$ cat src/rtl/hazard_stall_ctrl.sv
// hazard_stall_ctrl: enable/flush/bubble sequencer for the 5-stage pipeline.
// Handles load-use stalls, taken-branch squashes and data-memory waits with timeout.
module hazard_stall_ctrl #(
    parameter int MEM_TIMEOUT = 16,
    parameter int CNT_W       = 16
) (
    input  logic             clk,
    input  logic             rst,
    input  logic [4:0]       ifid_rs,
    input  logic [4:0]       ifid_rt,
    input  logic             ifid_uses_rt,
    input  logic             idex_memread,
    input  logic [4:0]       idex_rt,
    input  logic             branch_taken,
    input  logic             mem_req,
    input  logic             mem_ready,
    output logic             pc_en,
    output logic             ifid_en,
    output logic             ifid_flush,
    output logic             idex_en,
    output logic             idex_flush,
    output logic             exmem_en,
    output logic             memwb_bubble,
    output logic             mem_err,
    output logic [CNT_W-1:0] stall_cnt
);

    localparam int WW = $clog2(MEM_TIMEOUT + 1);
    localparam logic [WW-1:0] WAIT_MAX = WW'(MEM_TIMEOUT);

    localparam logic [1:0] S_RUN  = 2'd0;
    localparam logic [1:0] S_WAIT = 2'd1;
    localparam logic [1:0] S_ERR  = 2'd2;

    logic [1:0]       state_q, state_d;
    logic [WW-1:0]    wait_q, wait_d;
    logic             err_q, err_d;
    logic [CNT_W-1:0] cnt_q, cnt_d;

    logic memstall;
    logic load_use;
    logic freeze;
    logic eval;

    assign memstall = mem_req & ~mem_ready;
    assign load_use = idex_memread & (idex_rt != 5'd0) &
                      ((idex_rt == ifid_rs) |
                       (ifid_uses_rt & (idex_rt == ifid_rt)));

    always_comb begin
        state_d = state_q;
        wait_d  = wait_q;
        err_d   = err_q;
        freeze  = 1'b0;
        eval    = 1'b0;
        unique case (state_q)
            S_RUN: begin
                if (memstall) begin
                    freeze  = 1'b1;
                    state_d = S_WAIT;
                    wait_d  = WW'(1);
                end else begin
                    eval = 1'b1;
                end
            end
            S_WAIT: begin
                // Ready wins over a timeout landing in the same cycle.
                if (mem_ready) begin
                    eval    = 1'b1;
                    state_d = S_RUN;
                    wait_d  = '0;
                end else if (wait_q < WAIT_MAX) begin
                    freeze = 1'b1;
                    wait_d = wait_q + WW'(1);
                end else begin
                    freeze  = 1'b1;
                    state_d = S_ERR;
                    err_d   = 1'b1;
                end
            end
            S_ERR: begin
                freeze = 1'b1;
            end
            default: begin
                state_d = S_RUN;
                wait_d  = '0;
            end
        endcase
    end

    always_comb begin
        pc_en        = 1'b1;
        ifid_en      = 1'b1;
        ifid_flush   = 1'b0;
        idex_en      = 1'b1;
        idex_flush   = 1'b0;
        exmem_en     = 1'b1;
        memwb_bubble = 1'b0;
        if (rst) begin
            pc_en        = 1'b0;
            ifid_en      = 1'b0;
            ifid_flush   = 1'b1;
            idex_en      = 1'b0;
            idex_flush   = 1'b1;
            exmem_en     = 1'b0;
            memwb_bubble = 1'b1;
        end else if (freeze) begin
            pc_en        = 1'b0;
            ifid_en      = 1'b0;
            idex_en      = 1'b0;
            exmem_en     = 1'b0;
            memwb_bubble = 1'b1;
        end else if (eval) begin
            // A taken branch squashes ID, so a coincident load-use is moot.
            if (branch_taken) begin
                ifid_flush = 1'b1;
                idex_flush = 1'b1;
            end else if (load_use) begin
                pc_en      = 1'b0;
                ifid_en    = 1'b0;
                idex_flush = 1'b1;
            end
        end
    end

    assign cnt_d = (!pc_en && (cnt_q != {CNT_W{1'b1}}))
                 ? cnt_q + CNT_W'(1) : cnt_q;

    always_ff @(posedge clk or posedge rst) begin
        if (rst) begin
            state_q <= S_RUN;
            wait_q  <= '0;
            err_q   <= 1'b0;
            cnt_q   <= '0;
        end else begin
            state_q <= state_d;
            wait_q  <= wait_d;
            err_q   <= err_d;
            cnt_q   <= cnt_d;
        end
    end

    assign mem_err   = err_q;
    assign stall_cnt = cnt_q;

endmodule
$ cat config.mk
export PLATFORM = sky130hd
export DESIGN_NAME = hazard_stall_ctrl
export DESIGN_NICKNAME = d
export VERILOG_FILES = /design/src/rtl/hazard_stall_ctrl.sv
export SDC_FILE = /design/constraint.sdc
export NUM_CORES = 1
export LEC_CHECK = 0
export CORE_ASPECT_RATIO = 2
export CORE_MARGIN = 2
export CORE_UTILIZATION = 25
export DETAILED_ROUTE_END_ITERATION = 7
export GPL_TIMING_DRIVEN = 0
export PLACE_DENSITY = 0.59
export SYNTH_ARGS = -nofsm -noshare
export SYNTH_HDL_FRONTEND = slang
export SYNTH_SLANG_ARGS = --single-unit
$ cat constraint.sdc
create_clock -name clk -period 2.05 [get_ports clk]
set_clock_uncertainty 0.2 [all_clocks]
set_input_delay 0.205 -clock clk [delete_from_list [all_inputs] [get_ports clk]]
set_output_delay 0.205 -clock clk [all_outputs]
set_load 0.01 [all_outputs]
======== After elaboration in Yosys (flattened, before gate mapping) ========
Cells that the tools add are included.
word-level totals
  bits in registers ....................... 24
  input bits .............................. 22
  output and inout bits ................... 24
  word-level logic and storage cells ...... 62
operators by class
  add/sub/neg operators ................... 2
  order comparisons ....................... 1
  eq/ne operators ......................... 8
  multiplexer cells ....................... 32
  bitwise gates (word level) .............. 8
  reductions and logical operators ........ 7
operator list
  cell                     count
  $mux W1                  22
  $add A16 B1 Y16 const B  1
  $ne A16 B16 Y1 const B   1
  $mux W5                  3
  $pmux W5 S3              1
  $eq A5 B5 Y1             2
  $reduce_and A3 Y1        3
  $mux W2                  3
  $ne A3 B3 Y1 const B     2
  $pmux W2 S3              1
  $add A5 B1 Y5 const B    1
  $lt A5 B5 Y1 const B     1
  $reduce_bool A5 Y1       1
  $and A1 B1 Y1            4
  $not A1 Y1               3
  $pmux W1 S3              1
  $eq A2 B1 Y1 const B     1
  $eq A2 B2 Y1 const B     1
  $logic_not A2 Y1         1
  $ne A2 B2 Y1 const B     1
  $pmux W1 S2              1
  $logic_and A1 B1 Y1      1
  $logic_not A1 Y1         1
  $or A1 B1 Y1             1

======== Logic depth before layout (Yosys ltp) ========
Gate-level depths: netlist (run 1).
  depth after elaboration ................. 11
  gate-level depth with buffers ........... 7
  depth with buffers taken out ............ 6

======== Least setup slack after synthesis (run 1) ========
Ideal clock, no wire load.
  kind .................................... input-to-output
  from .................................... in idex_rt[3]
  to ...................................... out pc_en
  arrival ................................. 1.658 ns
  data required time ...................... 1.645 ns
  path slack .............................. -0.013 ns
  stages .................................. 7
  path buffers ............................ 2
  cell sequence ........................... xor2_1 -> nor4_2 -> a32oi_1 -> o41ai_4 -> buf_6 -> inv_2 -> buf_4
on the way
  word-level cells in the longest chain between the ends .. 9
  elaborated cells between the ends (all ways) .. 12
  those cells by class .................... eq/ne (2); mux (5); bitwise (4); reduce/logical (1)
ends and longest elaborated chain
  what                    line  text
  from (decl)             13    input logic [4:0] idex_rt,
  $eq A5 B5 Y1            48    (ifid_uses_rt & (idex_rt == ifid_rt)));
  $and A1 B1 Y1           48
  $or A1 B1 Y1            47    ((idex_rt == ifid_rs) |
  $and A1 B1 Y1 *         46    assign load_use = idex_memread & (idex_rt != 5'd0) &
  $mux W1 * (5 in a row)  --
  to (decl)               17    output logic pc_en,
Mark *: on every way between the ends. The rest lies on a longest branch, timed or not.

======== Final worst setup path (run 1) ========
  from .................................... reg state_q[0]
  to ...................................... out pc_en
on the way
  word-level cells in the longest chain between the ends .. 5
  elaborated cells between the ends (all ways) .. 8
  those cells by class .................... eq/ne (2); mux (5); reduce/logical (1)
ends and longest elaborated chain
  what                                                     line  text
  from (decl)                                              35    logic [1:0] state_q, state_d;
  from (signal assigned)                                   136   state_q <= state_d;
  $eq A2 B1 Y1 / $logic_not A2 Y1 (equally long branches)  56    unique case (state_q)
  $pmux W1 S2                                              56
  $mux W1                                                  113   end else if (eval) begin
  $mux W1 *                                                107   end else if (freeze) begin
  $mux W1 *                                                99    if (rst) begin
Marks and branches as above.

==> metrics.md, run 1 <==
| Metric | Value |
|---|---|
| Status | `complete, but fails checks` |
| Failing checks | `setup timing` |
| Synth-to-layout area growth | `46.0%` |
| RSZ-0062 raised after global routing | `yes` |
| DR WL/cell | `14.0 um` |
| Seq/Total Area, Yosys | `40.6%` |
| Hold Buf Count CTS | `0` |
| Ant. Diodes | `0` |
| DR iter-0 viols | `24` |
| Layout cell share with drive strength beyond 1 | `23.3%` |
| GPL Wtd Cong | `0.744` |
| Slew Viols, Final | `0` |
| First drt pass iteration count | `4` |
| Via count | `1238` |
| Arr. time, crit path | `1.68 ns` |
| Vias in the first global route | `1256` |
| Maximum vdd drop | `0.597 mV` |
| Count leader, synth | `dfrtp_1` |
| Num rows | `39` |
| Largest net degree at the start of global routing | `15` |
| Met3 Use GR | `1.49%` |
| CTS tree | `built` |
| Setup TNS | `-0.0339 ns` |
| # IOs | `46` |
| Top FF cell, synth | `dfrtp_1` |
| Placed cells | `253` |
| FFs w/ async S/R, synth | `100%` |
| Clock latency on the worst-skew pair | `0.26 ns` |
| Met2 GRT Util | `22.5%` |
| Synth area leaders | `dfrtp_1, xnor2_1, xor2_1` |
| Antenna Violating Nets Remaining | `0` |
| Initial core utilization | `25.9%` |
| Slew @ Worst Pin | `0.585 ns` |
| Leak | `0.000905 uW` |
| Number of synthesized flops with an enable pin | `0` |
| CP Launch Type | `flop` |
| Final Setup Violations | `1` |
| CTS buffer count | `3` |
| CP Class | `flop to primary output` |
| Final WS setup | `-0.0339 ns` |
| Cell taking the most area after synthesis | `dfrtp_1` |
| Port bufs | `45` |
| Synth warnings | `0` |
| Hold Crit Class | `input pin to async pin` |
| Post-synthesis cell type count | `42` |
| H-tree depth | `1` |
| Non-Filler Instances | `263` |
| Placeable Area | `0.00571 mm^2` |
| CTS Root Cell | `clkbuf_16` |
| M1 GR Usage | `12.6%` |
| Pre-CTS setup slack | `-1.20 ns` |
| Drt via density | `4.71` |
| Synthesis-stage register bit count | `24` |
| Die Span X | `58.4 um` |
| Die height | `113 um` |
| Final period util | `102%` |
| FMAX | `480 MHz` |
| Yosys top cell area share | `40.6%` |
| Post-layout min period | `2.08 ns` |
| Commonest cells in the netlist | `dfrtp_1, xnor2_1, nand2_1` |
| Area of the mapped netlist | `0.00148 mm^2` |
| Synth Instances | `147` |
| Setup crit end kind | `primary output` |
| Synthesized area per cell | `10.1 um^2` |
| WP data required | `1.64 ns` |
| Max Root-Sink Buffers | `2` |
| Pwr/cell area | `809 mW/mm^2` |
| CTS sink count | `24` |
| GRT overflow | `0` |
| Top fanout value on the critical path | `4` |
| Routed WL | `3680 um` |
| Busiest metal layer after global routing | `met2` |
| Antenna violations before repair | `0` |
| Post-DP HPWL | `2710 um` |
| Clk pin slew, worst setup/hold paths | `0.07 ns` |
| DRC | `0` |
| Nets | `227` |
| Global-route wire length before repair | `5930 um` |
| Net Count, Synth | `171` |
| Tot GR Track Use | `11.8%` |
| Hold Fails Final Rpt | `0` |
| Max cap viols | `0` |
| Max_slew headroom | `60.8%` |
| Die area | `0.00658 mm^2` |
-- placed cells by master (no fill, tap or decap), types with 2 or more instances in the layout --
cell	n
dfrtp_1	24
clkdlybuf4s50_1	21
xnor2_1	15
nand2_1	13
dlygate4sd2_1	13
xor2_1	10
nor2_1	9
buf_4	8
nand3_2	8
nand4_1	6
buf_2	6
inv_1	5
nand3_1	5
buf_6	4
o21ai_1	4
a21oi_1	3
nand2b_1	3
clkbuf_16	3
xnor2_2	2
nor3_1	2
and3_1	2
nand3b_1	2
o21ai_0	2
ha_1	2
clkdlybuf4s15_1	2
-- through the flow --
step | util [%] | area [um^2] | power (uW) | hold WS (ns)
after CTS | 37.4 | 2140 | 1770 | 0.0384
final | 37.8 | 2160 | 1750 | 0.0318
after floorplan | - | 1480 | 920 | 0.0255
after global placement | 35.1 | 2000 | 1190 | 0.251
after global routing | 37.8 | 2160 | 1840 | 0.0604
after detailed placement | 35.1 | 2000 | 1190 | 0.252
-- layout make-up --
class,instances,area [um^2]
fillers,586,3550
multi-input cells,109,838
flip-flops and latches,24,601
repair buffers,50,447
well taps,61,76.3
clock buffers,3,75.1
plain buffers,6,48.8
inverters,8,36.3
clock inverters,1,30.0
repair inverters,1,5.00
-- kinds of logic after synthesis --
group	after synthesis	share of synthesized area, %
XOR/XNOR	27	16.5
AND/OR/NAND/NOR	61	26.3
AO/OA/AOI/OAI	17	8.64
multiplexers	2	1.44
adder cells (fa/ha/maj)	2	1.69
flip-flops	24	40.6
buffers and inverters	14	4.83
-- state kept, by name, indices dropped and copies added, names as in the netlist --
signal / cells
stall_cnt: 16
wait_q: 5
state_q: 2
mem_err: 1
-- critical path: stages (launching register included) --
cell,delay (ns)
dfrtp_1,0.39
nor2_2,0.14
o21ai_4,0.10
o41ai_4,0.39
buf_6,0.16
inv_4,0.03
buf_6,0.10
buf_6,0.11
-- what timing repair did --
action / 4_1_cts / 5_1_grt
cloned: 1 / 0
setup buffers: 6 / 0
pin swaps: 12 / 2
endpoints found under the setup margin: 23 / 14
resized for setup: 57 / 7
-- path summary, 6_finish.rpt --
path | from | end | slack [ns] | depth (start not counted)
max | state_q[0]$_DFFE_PP0P_ | pc_en | -0.03 | 7
min | rst | state_q[0]$_DFFE_PP0P_ | 0.03 | 3
max reg2reg | state_q[0]$_DFFE_PP0P_ | stall_cnt[13]$_DFFE_PP0P_ | 0.10 | 7
min reg2reg | mem_err$_DFFE_PP0P_ | mem_err$_DFFE_PP0P_ | 0.26 | 1
max in group asynchronous | rst | stall_cnt[12]$_DFFE_PP0P_ | 1.28 | 2
min in group clk | mem_req | state_q[0]$_DFFE_PP0P_ | 0.24 | 3
-- metal layers --
layer	part of all wire, %	up-vias
li1	-	611
met1	39	601
met2	57	22
met3	3.2	4
met4	0.84	0
met5	0	-
-- report_power, final --
group	total, uW	switching, uW	leakage [uW]	internal [uW]
registers	667	111	0.000318	556
clock network	556	168	0.0000511	388
logic	522	230	0.000536	292
total	1750	510	0.000905	1240
Note: power is estimated with default switching activity, not from simulation.
==> inputs of run 2 (changes only) <==
- CORE_ASPECT_RATIO: 2 -> 0.7
- CORE_MARGIN: 2 -> 8
==> metrics.md, run 2 (synthesis results as in run 1) <==
| Metric | Value |
|---|---|
| Initial core utilization | `25.8%` |
| Largest net degree at the start of global routing | `14` |
| Failing checks | `setup timing` |
| Num rows | `23` |
| Commonest non-fill, non-tap cells in the layout | `clkdlybuf4s50_1, dfrtp_1, xnor2_1` |
| Die Span X | `108 um` |
| H-tree depth | `1` |
| CP Class | `input pin to primary output` |
| Ant. Diodes | `0` |
| Placeable Area | `0.00573 mm^2` |
| Vias in the first global route | `1210` |
| Post-layout min period | `2.08 ns` |
| Slew @ Worst Pin | `0.581 ns` |
| DR iter-0 viols | `50` |
| # IOs | `46` |
| CP Launch Type | `input pin` |
| NetSw | `510 uW` |
| Layout cell share with drive strength beyond 1 | `27.2%` |
| DR WL/cell | `13.5 um` |
| Maximum vdd drop | `0.491 mV` |
| Clk pin slew, worst setup/hold paths | `0.08 ns` |
| Sw frac | `33.0%` |
| Antenna Violating Nets Remaining | `0` |
| RSZ-0062 raised after global routing | `yes` |
| Max cap viols | `0` |
| CTS sink count | `24` |
| Logic gate share of total power | `35.5%` |
| Non-Filler Instances | `281` |
| Crit path cell chain | `clkdlybuf4s50_1 > o21ai_2 > buf_4 > o41ai_4 > buf_6 > inv_4 > buf_6 > buf_6` |
| Leak | `0.000928 uW` |
| Sequential share of power | `43.7%` |
| Max stage delay cell, worst path | `clkdlybuf4s50_1` |
| CTS buffer count | `3` |
| WP data required | `1.64 ns` |
| Final Setup Violations | `1` |
| DRC | `0` |
| Cell family with most CP delay | `buffers and inverters` |
| Fin util | `38.2%` |
| Port bufs | `45` |
| Antenna violations before repair | `0` |
| CTS Root Cell | `clkbuf_8` |
| Routed WL | `3780 um` |
| Setup crit end kind | `primary output` |
| Max reg flops | `16` |
| Hold Fails Final Rpt | `0` |
| Drt via density | `4.30` |
| Fill count | `574` |
| Die height | `80.3 um` |
| Internal power | `1040 uW` |
| Clock share of power | `20.8%` |
| Final period util | `102%` |
| Max Root-Sink Buffers | `2` |
| Post-DP HPWL | `2790 um` |
| Pre-CTS setup slack | `-1.23 ns` |
| CTS tree | `built` |
| Tot GR Track Use | `9.04%` |
| Global-route wire length before repair | `6220 um` |
| Area after DPL | `0.00202 mm^2` |
| GPL Wtd Cong | `0.800` |
| Fin area | `0.00219 mm^2` |
| Hold Buf Count CTS | `0` |
| Critical Path Max Stage Delay | `0.47 ns` |
| Nets | `231` |
| Final WS setup | `-0.0328 ns` |
| Placed cells | `267` |
| Clock latency on the worst-skew pair | `0.26 ns` |
| FMAX | `480 MHz` |
| Top fanout value on the critical path | `2` |
| GRT overflow | `0` |
| Via count | `1209` |
| First drt pass iteration count | `4` |
| Die area | `0.00867 mm^2` |
| Max_slew headroom | `61.1%` |
| Pwr/cell area | `706 mW/mm^2` |
| Status | `complete, but fails checks` |
| Buf/Inv on CP | `6` |
| CP dominant cell by count | `buf_6` |
| Hold Crit Class | `input pin to flop` |
| Arr. time, crit path | `1.68 ns` |
| Slew Viols, Final | `0` |
| Synth-to-layout area growth | `48.1%` |
==> run 2: cell count changes in the layout (fill, tap and decap cells not counted), moves of 2 or more <==
cell             before  now
buf_2                 6    4
buf_6                 4    6
clkbuf_16             3    0
clkbuf_2              0    3
clkbuf_8              0    4
clkdlybuf4s15_1       2    0
clkdlybuf4s50_1      21   23
dlygate4sd2_1        13    8
dlymetal6s2s_1        1    4
==> run 2: power groups by stage <==
| stage | logic [uW] | registers [uW] | clock network [uW] |
|---|---|---|---|
| finish | 548 | 676 | 321 |
| global route | 604 | 694 | 359 |
| CTS | 542 | 670 | 342 |
| detailed placement | 524 | 677 | 0 |
| global placement | 519 | 676 | 0 |
| floorplan | 239 | 681 | 0 |
==> run 2: path summary, 6_finish.rpt <==
check / slack, ns / end / depth (start not counted) / startpoint
min in group asynchronous: 0.28 / state_q[1]$_DFFE_PP0P_ / 3 / rst
min reg2reg: 0.29 / mem_err$_DFFE_PP0P_ / 1 / mem_err$_DFFE_PP0P_
max in group asynchronous: 1.01 / stall_cnt[4]$_DFFE_PP0P_ / 2 / rst
min: 0.25 / state_q[0]$_DFFE_PP0P_ / 3 / mem_req
max: -0.03 / pc_en / 8 / idex_memread
max reg2reg: 0.13 / stall_cnt[1]$_DFFE_PP0P_ / 6 / state_q[0]$_DFFE_PP0P_
==> run 2: cell type report <==
cell class / instances / area [um^2] / share of cell area [%]
inverter: 8 / 36.3 / 1.66
multi-input combinational: 109 / 853 / 39.0
timing repair inverter: 1 / 5.00 / 0.229
buffer: 6 / 52.6 / 2.40
clock buffer: 4 / 55.1 / 2.52
tap: 75 / 93.8 / 4.29
timing repair buffer: 54 / 490 / 22.4
sequential: 24 / 602 / 27.5
==> run 2: stage by stage <==
stage / hold WS (ns) / TNS, ns / total power (uW)
after global placement: 0.260 / -14.97 / 1200
after detailed placement: 0.258 / -15.30 / 1200
after floorplan: 0.0255 / -0.0128 / 920
after global routing: 0.286 / -0.129 / 1660
after CTS: 0.206 / -0.126 / 1550
final: 0.248 / -0.0328 / 1550
==> run 2: per-layer routing <==
layer  track usage, %  up-vias  part of all wire [%]
li1                 -      621                     -
met1             12.4      557                    49
met2             13.3       29                    44
met3             3.44        2                   6.4
met4             1.24        0                  0.26
met5                0        -                     0
==> run 2: worst reg2reg max path, delay by kind of cell, from the launching register on <==
kind                   cells  cell delay, ns
AO/OA/AOI/OAI              2            0.45
flip-flops                 1            0.42
multiplexers               1            0.31
buffers and inverters      1            0.22
AND/OR/NAND/NOR            2            0.19
==> run 2: repair_timing <==
| item | CTS | global route |
|---|---|---|
| setup buffers | 5 | 4 |
| cloned | 1 | 0 |
| gates resized for setup | 51 | 17 |
| pin swaps | 11 | 8 |
| endpoints found under the hold margin | 0 | 0 |
| endpoints found under the setup margin | 23 | 16 |
==> inputs of run 3 (changes only) <==
- CTS_CLUSTER_SIZE: default -> 20
==> results of run 3 <==
Final layout, timing and power as in run 2 (identical DEF).
